--- config.mk ---
export PLATFORM = sky130hd
export DESIGN_NAME = seq_divider_p
export DESIGN_NICKNAME = d
export VERILOG_FILES = /design/src/rtl/seq_divider_p.sv
export SDC_FILE = /design/constraint.sdc
export NUM_CORES = 1
export LEC_CHECK = 0
export CORE_MARGIN = 1.5
export CORE_UTILIZATION = 52
export DETAILED_ROUTE_END_ITERATION = 8
export PLACE_DENSITY = 0.77
export SLEW_MARGIN = 20
export SYNTH_ARGS = -nofsm -noshare
export SYNTH_HDL_FRONTEND = slang
export SYNTH_SLANG_ARGS = --single-unit
--- constraint.sdc ---
create_clock -name CLK -period 2.2 [get_ports CLK]
set_input_delay 0.22 -clock CLK [delete_from_list [all_inputs] [get_ports CLK]]
set_output_delay 0.22 -clock CLK [all_outputs]
set_load 0.05 [all_outputs]
--- src/rtl/seq_divider_p.sv ---
// Restoring sequential divider behind a four-phase REQ/ACK handshake.
// One quotient bit per clock, with signed/unsigned mode and a short-cut path for divide-by-zero and MIN/-1.
module seq_divider_p #(
  parameter int WIDTH = 16
) (
  input  logic             CLK,
  input  logic             RST,
  input  logic             REQ,
  input  logic             SGN,
  input  logic [WIDTH-1:0] A,
  input  logic [WIDTH-1:0] D,
  output logic             ACK,
  output logic             BUSY,
  output logic [WIDTH-1:0] Q,
  output logic [WIDTH-1:0] R,
  output logic             FDBZ,
  output logic             FOVF
);

  // state | meaning
  // IDLE  | waiting for REQ; operands are latched on the accepting edge
  // CALC  | one restoring step per edge, counter runs WIDTH down to 0
  // FIX   | sign correction / exception results written, ACK raised
  // DONE  | ACK held until REQ is seen low
  localparam logic [1:0] S_IDLE = 2'd0;
  localparam logic [1:0] S_CALC = 2'd1;
  localparam logic [1:0] S_FIX  = 2'd2;
  localparam logic [1:0] S_DONE = 2'd3;

  localparam int CW = $clog2(WIDTH + 1);
  localparam logic [WIDTH-1:0] MIN_V = {1'b1, {(WIDTH-1){1'b0}}};
  localparam logic [WIDTH-1:0] ONES  = '1;

  logic [1:0]       state_q, state_d;
  logic [CW-1:0]    cnt_q, cnt_d;
  logic [WIDTH-1:0] rem_q, rem_d;
  logic [WIDTH-1:0] quo_q, quo_d;
  logic [WIDTH-1:0] dmag_q, dmag_d;
  logic [WIDTH-1:0] araw_q, araw_d;
  logic             qneg_q, qneg_d;
  logic             rneg_q, rneg_d;
  logic             dbz_q, dbz_d;
  logic             ovf_q, ovf_d;
  logic             ack_q, ack_d;
  logic             busy_q, busy_d;
  logic [WIDTH-1:0] q_q, q_d;
  logic [WIDTH-1:0] r_q, r_d;
  logic             fdbz_q, fdbz_d;
  logic             fovf_q, fovf_d;

  logic             a_neg, d_neg;
  logic [WIDTH-1:0] a_mag, d_mag;
  logic             is_dbz, is_ovf;
  logic [WIDTH:0]   rem_sh;
  logic [WIDTH-1:0] diff;
  logic             fits;

  assign a_neg  = SGN & A[WIDTH-1];
  assign d_neg  = SGN & D[WIDTH-1];
  assign a_mag  = a_neg ? -A : A;
  assign d_mag  = d_neg ? -D : D;
  assign is_dbz = (D == '0);
  assign is_ovf = SGN && (A == MIN_V) && (D == ONES);

  // The shifted partial remainder needs WIDTH+1 bits; after a successful
  // subtraction the difference is below the divisor, so WIDTH bits suffice.
  assign rem_sh = {rem_q, quo_q[WIDTH-1]};
  assign fits   = (rem_sh >= {1'b0, dmag_q});
  assign diff   = rem_sh[WIDTH-1:0] - dmag_q;

  always_comb begin
    state_d = state_q;
    cnt_d   = cnt_q;
    rem_d   = rem_q;
    quo_d   = quo_q;
    dmag_d  = dmag_q;
    araw_d  = araw_q;
    qneg_d  = qneg_q;
    rneg_d  = rneg_q;
    dbz_d   = dbz_q;
    ovf_d   = ovf_q;
    ack_d   = ack_q;
    busy_d  = busy_q;
    q_d     = q_q;
    r_d     = r_q;
    fdbz_d  = fdbz_q;
    fovf_d  = fovf_q;

    unique case (state_q)
      S_IDLE: begin
        if (REQ) begin
          busy_d  = 1'b1;
          araw_d  = A;
          qneg_d  = a_neg ^ d_neg;
          rneg_d  = a_neg;
          dbz_d   = is_dbz;
          ovf_d   = is_ovf;
          quo_d   = a_mag;
          dmag_d  = d_mag;
          rem_d   = '0;
          cnt_d   = CW'(WIDTH);
          state_d = (is_dbz || is_ovf) ? S_FIX : S_CALC;
        end
      end

      S_CALC: begin
        rem_d = fits ? diff : rem_sh[WIDTH-1:0];
        quo_d = {quo_q[WIDTH-2:0], fits};
        cnt_d = cnt_q - CW'(1);
        if (cnt_q == CW'(1)) begin
          state_d = S_FIX;
        end
      end

      S_FIX: begin
        if (dbz_q) begin
          q_d    = '0;
          r_d    = araw_q;
          fdbz_d = 1'b1;
          fovf_d = 1'b0;
        end else if (ovf_q) begin
          q_d    = MIN_V;
          r_d    = '0;
          fdbz_d = 1'b0;
          fovf_d = 1'b1;
        end else begin
          // Truncating division: remainder follows the dividend's sign.
          q_d    = qneg_q ? -quo_q : quo_q;
          r_d    = rneg_q ? -rem_q : rem_q;
          fdbz_d = 1'b0;
          fovf_d = 1'b0;
        end
        ack_d   = 1'b1;
        busy_d  = 1'b0;
        state_d = S_DONE;
      end

      S_DONE: begin
        if (!REQ) begin
          ack_d   = 1'b0;
          state_d = S_IDLE;
        end
      end

      default: begin
        state_d = S_IDLE;
      end
    endcase
  end

  always_ff @(posedge CLK or negedge RST) begin
    if (!RST) begin
      state_q <= S_IDLE;
      cnt_q   <= '0;
      rem_q   <= '0;
      quo_q   <= '0;
      dmag_q  <= '0;
      araw_q  <= '0;
      qneg_q  <= 1'b0;
      rneg_q  <= 1'b0;
      dbz_q   <= 1'b0;
      ovf_q   <= 1'b0;
      ack_q   <= 1'b0;
      busy_q  <= 1'b0;
      q_q     <= '0;
      r_q     <= '0;
      fdbz_q  <= 1'b0;
      fovf_q  <= 1'b0;
    end else begin
      state_q <= state_d;
      cnt_q   <= cnt_d;
      rem_q   <= rem_d;
      quo_q   <= quo_d;
      dmag_q  <= dmag_d;
      araw_q  <= araw_d;
      qneg_q  <= qneg_d;
      rneg_q  <= rneg_d;
      dbz_q   <= dbz_d;
      ovf_q   <= ovf_d;
      ack_q   <= ack_d;
      busy_q  <= busy_d;
      q_q     <= q_d;
      r_q     <= r_d;
      fdbz_q  <= fdbz_d;
      fovf_q  <= fovf_d;
    end
  end

  assign ACK  = ack_q;
  assign BUSY = busy_q;
  assign Q    = q_q;
  assign R    = r_q;
  assign FDBZ = fdbz_q;
  assign FOVF = fovf_q;

endmodule

==> summary.md <==
| Metric | Value |
|---|---|
| Synth cell types | `56` |
| Post-synthesis compound-gate area fraction | `19.0%` |
| Total wire length | `19.2 mm` |
| Post-synth EDFFs | `0` |
| Worst Hold Class | `input port to async pin` |
| Layout cells sized above 1 | `19.0%` |
| Die X-Extent | `117 um` |
| Fin crit share | `107%` |
| Most common cell in the netlist | `dfrtp_1` |
| FFs w/ async S/R, synth | `100%` |
| Worst setup margin | `-0.156 ns` |
| DR iter-0 viols | `470` |
| Wire per inst | `17.2 um` |
| Worst Hold Margin | `0.372 ns` |
| Synth area leaders | `dfrtp_1 (41%), o21ai_0 (7.0%), nand2_1 (6.0%)` |
| VDD IR max | `0.581 mV` |
| Max-slew violation count | `0` |
| Post-synth top cells | `dfrtp_1 (111), nand2_1 (108), o21ai_0 (95), nor2_1 (59), inv_1 (51)` |
| Cts bufs inserted | `9` |
| Synth Warn # | `0` |
| Synth Flop Type | `dfrtp_1` |
| Worst Path Required | `2.49 ns` |
| Power Total | `15.9 mW` |
| Starting Density | `53.5%` |
| Area grow syn2layout | `31.5%` |
| Ports | `72` |
| R2R depth | `10` |
| Critical path class | `flip-flop to flip-flop` |
| DP Wirelength | `14.6 mm` |
| Crit Reg-Reg Endpoint | `rem_q[0]$_DFFE_PN0P_` |
| Multiplexer area fraction after synthesis | `4.91%` |
| GRT Total Usage | `28.8%` |
| First-pass GRT wire length | `30.0 mm` |
| Setup repair after global routing missed its margin | `true` |
| CTS root buf | `clkbuf_16` |
| Die ar. | `13700 um2` |
| Synth top area share | `41.0%` |
| Worst skew pair latency | `0.36 ns` |
| Critical R2R Launch | `dmag_q[13]$_DFFE_PN0P_` |
| Syn nets | `844` |
| Post-synthesis xor/xnor area fraction | `8.91%` |
| R2R Setup Slk | `-0.16 ns` |
| Dpl cell area | `8390 um2` |
| Antenna violations before repair | `0` |
| Design Area, Final | `8910 um2` |
| Setup violators final | `16` |
| Drt drc | `0` |
| Largest family of logic cells by synthesized area | `compound AO/OA/AOI/OAI gates` |
| Vias in the first global route | `6009` |
| Die height | `117 um` |
| Via/cell ratio | `5.68` |
| Pre-CTS WS | `-0.117 ns` |
| Vias | `6324` |
| Pleak | `3.90 nW` |
| FF+latch count, synth | `111` |
| Setup Skew | `0.00602 ns` |
| Synth Area in Adders | `5.28%` |
| TritonCTS clock tree | `built` |
| Crit start category | `flip-flop` |
| Synth area leader | `dfrtp_1` |
| Mean Syn Cell Area | `8.69 um2` |
| Clock slew at reported path FFs | `0.07 ns` |
| Violated checks | `negative setup slack` |
| Gr ovfl total | `0` |
| Mapped Area | `6780 um2` |
| Rel. slew slack | `61.9%` |
| Tmin final | `2.36 ns` |
| CP arrival | `2.64 ns` |
| Seq/Total Area, Yosys | `41.0%` |
| Rows | `41` |
| Final Wtd Congestion | `0.948` |
| Simple-Gate Fraction of Synth Area | `16.1%` |
| Status | `finished with violations` |
| CTS Buffer Depth | `2` |
| Detail Route Antenna Nets | `0` |
| Worst Tran Pin Value | `0.556 ns` |
| FMAX | `0.424 GHz` |
| Total negative setup slack | `-1.10 ns` |
| Fin. Hold Viols | `0` |
| IO Port Bufs | `71` |
| Nets | `1000` |
| Pin count of the biggest net entering global routing | `51` |
| DR pass1 iterations | `5` |
| Core Area | `12700 um2` |
| CP max FO | `6` |
| # clock sinks | `111` |
| CP Capture Type | `flip-flop` |
| Cells after synthesis | `780` |
| Cell Pwr Density | `1780 nW/um2` |
| Final antenna diode count | `0` |
| Htree depth | `3` |
| Max-cap violations | `0` |
-- layout by cell type (no fill, tap or decap), types with 13 or more instances in the layout --
cell type        Yosys  final
inv_1               51     47
o22ai_1             17     17
a21oi_1             46     44
mux2_2              14     14
nor2_1              59     59
clkdlybuf4s50_1      0     70
buf_4                0    102
xor2_1              33     33
nand2_1            108    107
xnor2_1             36     36
ha_1                27     20
nor3_1              14     13
mux2i_1             16     15
dfrtp_1            111    109
o21ai_0             95     82
-- how the worst max path moves through the flow --
| stage | startpoint | to | slack [ns] | depth (start not counted) |
|---|---|---|---|---|
| final | dmag_q[13]$_DFFE_PN0P_ | rem_q[0]$_DFFE_PN0P_ | -0.16 | 10 |
| after global routing | quo_q[15]$_DFFE_PN0P_ | rem_q[8]$_DFFE_PN0P_ | -0.21 | 11 |
| after CTS | dmag_q[13]$_DFFE_PN0P_ | rem_q[0]$_DFFE_PN0P_ | -0.12 | 10 |
| after detailed placement | dmag_q[13]$_DFFE_PN0P_ | rem_q[0]$_DFFE_PN0P_ | -0.12 | 10 |
| after global placement | quo_q[15]$_DFFE_PN0P_ | rem_q[8]$_DFFE_PN0P_ | -0.07 | 11 |
| after floorplan | quo_q[15]$_DFFE_PN0P_ | rem_q[8]$_DFFE_PN0P_ | -0.02 | 11 |
-- what timing repair did --
item                                    4_1_cts  5_1_grt
pin swaps                                     4       16
endpoints found under the setup margin       18       24
hold buffers                                  1        0
gates cloned                                  0        1
setup buffers                                 2        2
gates resized for setup                       8       37
hold endpoints to repair                     36        0
-- metal layers --
layer | up-vias | routed length, um | track usage (%)
met1 | 3028 | 8750 | 38.7
met3 | 47 | 1070 | 5.51
met4 | 0 | 563 | 12.8
met2 | 220 | 8790 | 45.4
met5 | - | 0 | 0
li1 | 3029 | - | -
-- power by group --
group	internal, mW	switching [mW]	total, mW
logic	4.73	5.82	10.5
clock network	0.839	0.774	1.61
registers	3.01	0.705	3.71
total	8.58	7.29	15.9
-- critical path, stage by stage (launching register included) --
cell	delay [ns]
dfrtp_1	0.40
inv_2	0.07
ha_4	0.20
a21o_1	0.16
a21o_1	0.19
a211o_1	0.29
a311oi_2	0.28
a21oi_4	0.15
buf_12	0.17
mux2_4	0.29
o22ai_2	0.08
-- metrics by stage --
stage,utilization [%],std cells
after floorplan,-,780
after global placement,66.2,1091
after detailed placement,66.2,1091
after CTS,68.8,1110
after global routing,70.3,1113
final,70.3,1113
-- flip-flops by register name, summed over array words and instances (netlist names) --
name,flops
rem_q,16
qneg_q,1
cnt_q,5
dmag_q,16
FDBZ,1
quo_q,16
rneg_q,1
ovf_q,1
dbz_q,1
R,16
araw_q,16
BUSY,1
ACK,1
Q,16
FOVF,1
state_q,2
-- kinds of logic after synthesis --
kind of cell	count (synthesis)
AND/OR/NAND/NOR	242
buffers and inverters	85
flip-flops	111
multiplexers	31
AO/OA/AOI/OAI	214
adder cells (fa/ha/maj)	28
XOR/XNOR	69
-- cell type report --
cell class	instances	area, um2
multi-input combinational	584	3860
clock inverter	5	38.8
tap	172	215
timing repair buffer	179	1580
inverter	51	191
sequential	111	2780
clock buffer	11	253
fill	990	3760
No activity file was read; power rests on OpenSTA's default activity.
